--- config.mk ---
export PLATFORM = sky130hd
export DESIGN_NAME = ex_mem_flag_stage
export DESIGN_NICKNAME = d
export VERILOG_FILES = /design/src/rtl/ex_mem_flag_stage.sv
export SDC_FILE = /design/constraint.sdc
export NUM_CORES = 1
export LEC_CHECK = 0
export BUFFER_PORTS_ARGS = -buffer_cell sky130_fd_sc_hd__buf_2
export CORE_MARGIN = 2
export CORE_UTILIZATION = 39
export DETAILED_ROUTE_END_ITERATION = 8
export PLACE_DENSITY = 0.84
export SYNTH_ARGS = -nofsm -noshare
export SYNTH_HDL_FRONTEND = slang
export SYNTH_SLANG_ARGS = --single-unit
export TNS_END_PERCENT = 10
--- constraint.sdc ---
create_clock -name clk -period 1.9 [get_ports clk]
set_input_delay 0.19 -clock clk [delete_from_list [all_inputs] [get_ports clk]]
set_output_delay 0.19 -clock clk [all_outputs]
set_load 0.005 [all_outputs]
--- src/rtl/ex_mem_flag_stage.sv ---
// EX/MEM pipeline register with the architectural N/Z/V flag register,
// same-cycle flag forwarding and branch condition evaluation for ID.
module ex_mem_flag_stage #(
   parameter int         DATA_W    = 16,
   parameter logic [2:0] RST_FLAGS = 3'b000
) (
   input  logic              clk,
   input  logic              rst,
   input  logic              stall,
   input  logic              flush,
   input  logic              ex_valid,
   input  logic [3:0]        ex_opcode,
   input  logic [DATA_W-1:0] ex_alu_result,
   input  logic [2:0]        ex_alu_flags,
   input  logic [DATA_W-1:0] ex_store_data,
   input  logic [3:0]        ex_rd,
   input  logic              ex_reg_write,
   input  logic              ex_mem_read,
   input  logic              ex_mem_write,
   input  logic [2:0]        id_cond,
   output logic              mem_valid,
   output logic [3:0]        mem_opcode,
   output logic [DATA_W-1:0] mem_alu_result,
   output logic [DATA_W-1:0] mem_store_data,
   output logic [3:0]        mem_rd,
   output logic              mem_reg_write,
   output logic              mem_mem_read,
   output logic              mem_mem_write,
   output logic [2:0]        flags_q,
   output logic [2:0]        flags_fwd,
   output logic              cond_true
);

   logic       acc;
   logic       upd_all;
   logic       upd_z;
   logic       upd;
   logic [2:0] flags_new;
   logic       n_f;
   logic       z_f;
   logic       v_f;

   assign acc = ex_valid & ~stall & ~flush;

   always_comb begin
      upd_all = 1'b0;
      upd_z   = 1'b0;
      unique case (ex_opcode)
         4'b0000, 4'b0001: upd_all = 1'b1;
         4'b0010, 4'b0100,
         4'b0101, 4'b0110: upd_z   = 1'b1;
         default: ;
      endcase
   end

   // Z-only ops keep N and V from the register
   always_comb begin
      flags_new = flags_q;
      if (upd_all)
         flags_new = ex_alu_flags;
      else if (upd_z)
         flags_new = {flags_q[2], ex_alu_flags[1], flags_q[0]};
   end

   assign upd       = acc & (upd_all | upd_z);
   assign flags_fwd = upd ? flags_new : flags_q;

   assign n_f = flags_fwd[2];
   assign z_f = flags_fwd[1];
   assign v_f = flags_fwd[0];

   always_comb begin
      cond_true = 1'b0;
      unique case (id_cond)
         3'b000: cond_true = ~z_f;
         3'b001: cond_true = z_f;
         3'b010: cond_true = ~z_f & ~n_f;
         3'b011: cond_true = n_f;
         3'b100: cond_true = z_f | ~n_f;
         3'b101: cond_true = n_f | z_f;
         3'b110: cond_true = v_f;
         3'b111: cond_true = 1'b1;
         default: cond_true = 1'b0;
      endcase
   end

   always_ff @(posedge clk or posedge rst) begin
      if (rst)
         flags_q <= RST_FLAGS;
      else if (upd)
         flags_q <= flags_new;
   end

   always_ff @(posedge clk or posedge rst) begin
      if (rst) begin
         mem_valid      <= 1'b0;
         mem_opcode     <= '0;
         mem_alu_result <= '0;
         mem_store_data <= '0;
         mem_rd         <= '0;
         mem_reg_write  <= 1'b0;
         mem_mem_read   <= 1'b0;
         mem_mem_write  <= 1'b0;
      end else if (stall) begin
         mem_valid      <= mem_valid;
      end else if (flush) begin
         mem_valid      <= 1'b0;
         mem_opcode     <= '0;
         mem_alu_result <= '0;
         mem_store_data <= '0;
         mem_rd         <= '0;
         mem_reg_write  <= 1'b0;
         mem_mem_read   <= 1'b0;
         mem_mem_write  <= 1'b0;
      end else begin
         // controls of an empty slot must never reach MEM
         mem_valid      <= ex_valid;
         mem_opcode     <= ex_opcode;
         mem_alu_result <= ex_alu_result;
         mem_store_data <= ex_store_data;
         mem_rd         <= ex_rd;
         mem_reg_write  <= ex_reg_write & ex_valid;
         mem_mem_read   <= ex_mem_read & ex_valid;
         mem_mem_write  <= ex_mem_write & ex_valid;
      end
   end

endmodule

==> run_results.csv <==
group,metric,value,unit
setup_path,required,2.09,ns
global_routing,grt_max_degree,51,
sta,setup_viol,2,
sta,hold_slack,0.0422,ns
final_layout,fillCellCount,374,
synth,synth_fp_nets,189,
synth,postSynthCellCount,135,
synth,yosys_warnings,0,
sta,fmax,497,MHz
synth,synth_cell_type_count,26,
final_layout,layout_commonest_cell,"buf_2",
final_layout,diodes,0,
hold_path,hold_class,"primary input to asynchronous set/reset pin",
setup_path,crit_chain,"buf_6 -> or4b_4 -> o31ai_4 -> nand2_2 -> buf_4 -> buf_4 -> buf_4 -> buf_4 -> buf_4 -> buf_4 -> buf_4 -> buf_4",
setup_path,start_kind,"primary input",
power,p_sw_share,23.8,%
final_layout,nets,309,
power,p_clk_share,28.5,%
setup_path,cp-end-kind,"register",
outcome,status,"finished with violations",
power,p_seq_share,51.7,%
setup_path,cp_slowest_cell,"or4b_4",
placed_design,dpl_worst_slack,-0.148,ns
detailed_routing,ant_nets,0,
detailed_routing,wirelength,4.29,mm
sta,finalCritPeriodShare,106,%
synth,syn-cell-area,0.00182,mm²
setup_path,arrival,2.20,ns
sta,hold_viol,0,
floorplanning,die_area,0.00523,mm²
floorplanning,core-area,0.00441,mm²
global_routing,track_usage,16.3,%
floorplanning,die_x,72.3,µm
synth,ys_seq_area_share,64.6,%
power,power.density,832,mW/mm²
detailed_routing,vias_per_cell,5.07,
sta,layout_min_cycle_time,2.01,ns
sta,slew_violations,0,
global_routing,antenna_found_initial,0,
setup_path,critPathMaxStageDelay,0.58,ns
synth,synth-seq-cells,47,
setup_path,cpMostUsedCell,"buf_4",
placed_design,dp.cells,290,
final_layout,postLayoutCoreUtil,59.4,%
power,irDropWorstVdd,0.442,mV
sta,rsz0062_at_grt,"yes",
sta,setup_ws,-0.112,ns
detailed_routing,first_pass_iters,4,
sta,fin_skew,0,ns
sta,slew_headroom,62.8,%
job,cap_violations,0,
sta,tightest_slew,0.558,ns
power,p_leak,1.46,nW
clock_network,clk_pin_slew,0.08,ns
setup_path,cp_max_fo,5,
detailed_routing,drc,0,
setup_path,crit_type,"primary input to register",
final_layout,layout-drive-gt1-share,53.9,%
floorplanning,pin_count,105,
synth,synth.avg_cell_area,13.5,µm²
clock_network,hold_buffers,0,
detailed_routing,drt_iter0_drc,68,
final_layout,mostFrequentLayoutCells,"102 x buf_2, 47 x dfrtp_1, 39 x a22o_1",
placed_design,dpl.hpwl,3.03,mm
final_layout,final_cells,308,
clock_network,cts_buffer_depth,2,
floorplanning,rows,24,
power,combPwrFrac,19.8,%
setup_path,path_delay_family,"buffers and inverters",
global_routing,grt_pass1_vias,1497,
detailed_routing,num_vias,1561,
setup_path,worst-path-buf-inv,9,
outcome,violations,"setup timing",
placed_design,port_buffers,104,
clock_network,cts_root_buf,"clkbuf_8",
floorplanning,initial_core_util,41.2,%
placed_design,place_congestion,0.813,
global_routing,grt_pass1_wl,6.71,mm
clock_network,cts_tree,"built",
power,p_int,1.66,mW
final_layout,areaGrowthSynthToFinish,44.1,%
floorplanning,die_h,72.3,µm
clock_network,cts_buffers,5,
clock_network,insertion_delay,0.28,ns
global_routing,grt_remaining_overflow,0,
detailed_routing,wl_per_cell,13.9,µm
power,power.switching,520,µW
clock_network,cts_sinks,47,
clock_network,htreeDepth,2,
path summary, 6_finish.rpt:
kind | startpoint | endpoint | slack (ns) | depth (start not counted)
worst min register to register | mem_opcode[1]$_DFFE_PP0N_ | mem_opcode[1]$_DFFE_PP0N_ | 0.49 | 2
max in group asynchronous | rst | mem_mem_write$_DFFE_PP0N_ | 1.48 | 3
worst min-delay path | rst | mem_store_data[5]$_DFFE_PP0N_ | 0.04 | 3
min in group clk | ex_alu_result[1] | mem_alu_result[1]$_DFFE_PP0N_ | 0.11 | 2
worst max-delay path | flush | flags_q[2]$_DFF_PP0_ | -0.11 | 12
worst max register to register | flags_q[2]$_DFF_PP0_ | flags_q[2]$_DFF_PP0_ | 0.19 | 10
area by class of cell:
| type | instances | area, µm² | area share, % |
|---|---|---|---|
| Multi-Input combinational cell | 75 | 596 | 22.7 |
| Clock buffer | 8 | 100 | 3.81 |
| Inverter | 3 | 11.3 | 0.429 |
| Sequential cell | 47 | 1180 | 44.8 |
| Tap cell | 52 | 65.1 | 2.48 |
| Timing Repair Buffer | 123 | 676 | 25.8 |
what timing repair did:
action | CTS | global route
buffers inserted | 10 | 0
resized for setup | 1 | 2
pin swaps | 4 | 1
setup endpoints to repair | 1 | 2
synthesized netlist by cell type, drive strengths merged:
library cell / instances / share of area (%)
o31ai: 2 / 1.6
o21ai: 6 / 1.9
or4b: 1 / 0.76
clkbuf: 9 / 1.9
mux2: 1 / 0.62
nor2b: 1 / 0.34
a32oi: 1 / 0.48
a2111o: 1 / 0.62
nor3b: 2 / 0.82
nand3: 1 / 0.27
nand2b: 4 / 1.4
dfrtp: 47 / 65
a22o: 39 / 19
o211ai: 1 / 0.41
buf: 1 / 0.62
o31a: 1 / 0.48
nor2: 4 / 0.82
nand2: 6 / 1.4
and2: 1 / 0.34
nor4b: 1 / 0.48
a21o: 1 / 0.41
inv: 3 / 0.62
o311ai: 1 / 0.48
layer usage:
layer / track usage, % / up-vias / wire length (µm)
met5: 0 / - / 0
li1: - / 753 / -
met4: 4.19 / 0 / 38
met3: 4.86 / 4 / 296
met1: 21.0 / 735 / 1830
met2: 27.0 / 69 / 2130
cells by family (layout without fill, tap and decap cells):
logic type | Yosys count | after routing | synth area share (%)
compound gates | 53 | 53 | 25.1
flops | 47 | 47 | 64.6
simple gates | 21 | 21 | 6.60
buf+inv | 13 | 134 | 3.09
mux | 1 | 1 | 0.619
worst register-to-register path, delay by kind of cell (launching register included):
| family | cells | cell delay [ns] |
|---|---|---|
| DFF | 1 | 0.42 |
| AOI/OAI and AO/OA | 1 | 0.08 |
| and+or+nand+nor | 1 | 0.12 |
| buffers and inverters | 8 | 1.00 |
state kept, by name (all words and copies together), names as in the netlist:
register and flops:
flags_q 3, mem_alu_result 16, mem_mem_read 1, mem_mem_write 1
mem_opcode 4, mem_rd 4, mem_reg_write 1, mem_store_data 16
mem_valid 1
stage by stage:
step / power, mW / TNS (ns) / instance area (µm²)
2_1_floorplan: 1.31 / 0 / 1820
3_3_place_gp: 1.51 / -0.101 / 2430
3_5_place_dp: 1.52 / -0.148 / 2430
4_1_cts: 2.21 / -0.205 / 2610
5_1_grt: 2.31 / -0.273 / 2620
6_report: 2.18 / -0.219 / 2620
power by group through the flow:
stage / registers [mW] / logic, mW / clock network (mW)
after floorplan: 1.15 / 0.156 / 0
after global placement: 1.15 / 0.364 / 0
after detailed placement: 1.15 / 0.373 / 0
after CTS: 1.13 / 0.429 / 0.649
after global routing: 1.14 / 0.476 / 0.697
final: 1.13 / 0.433 / 0.622
(Power assumes the default switching activity.)
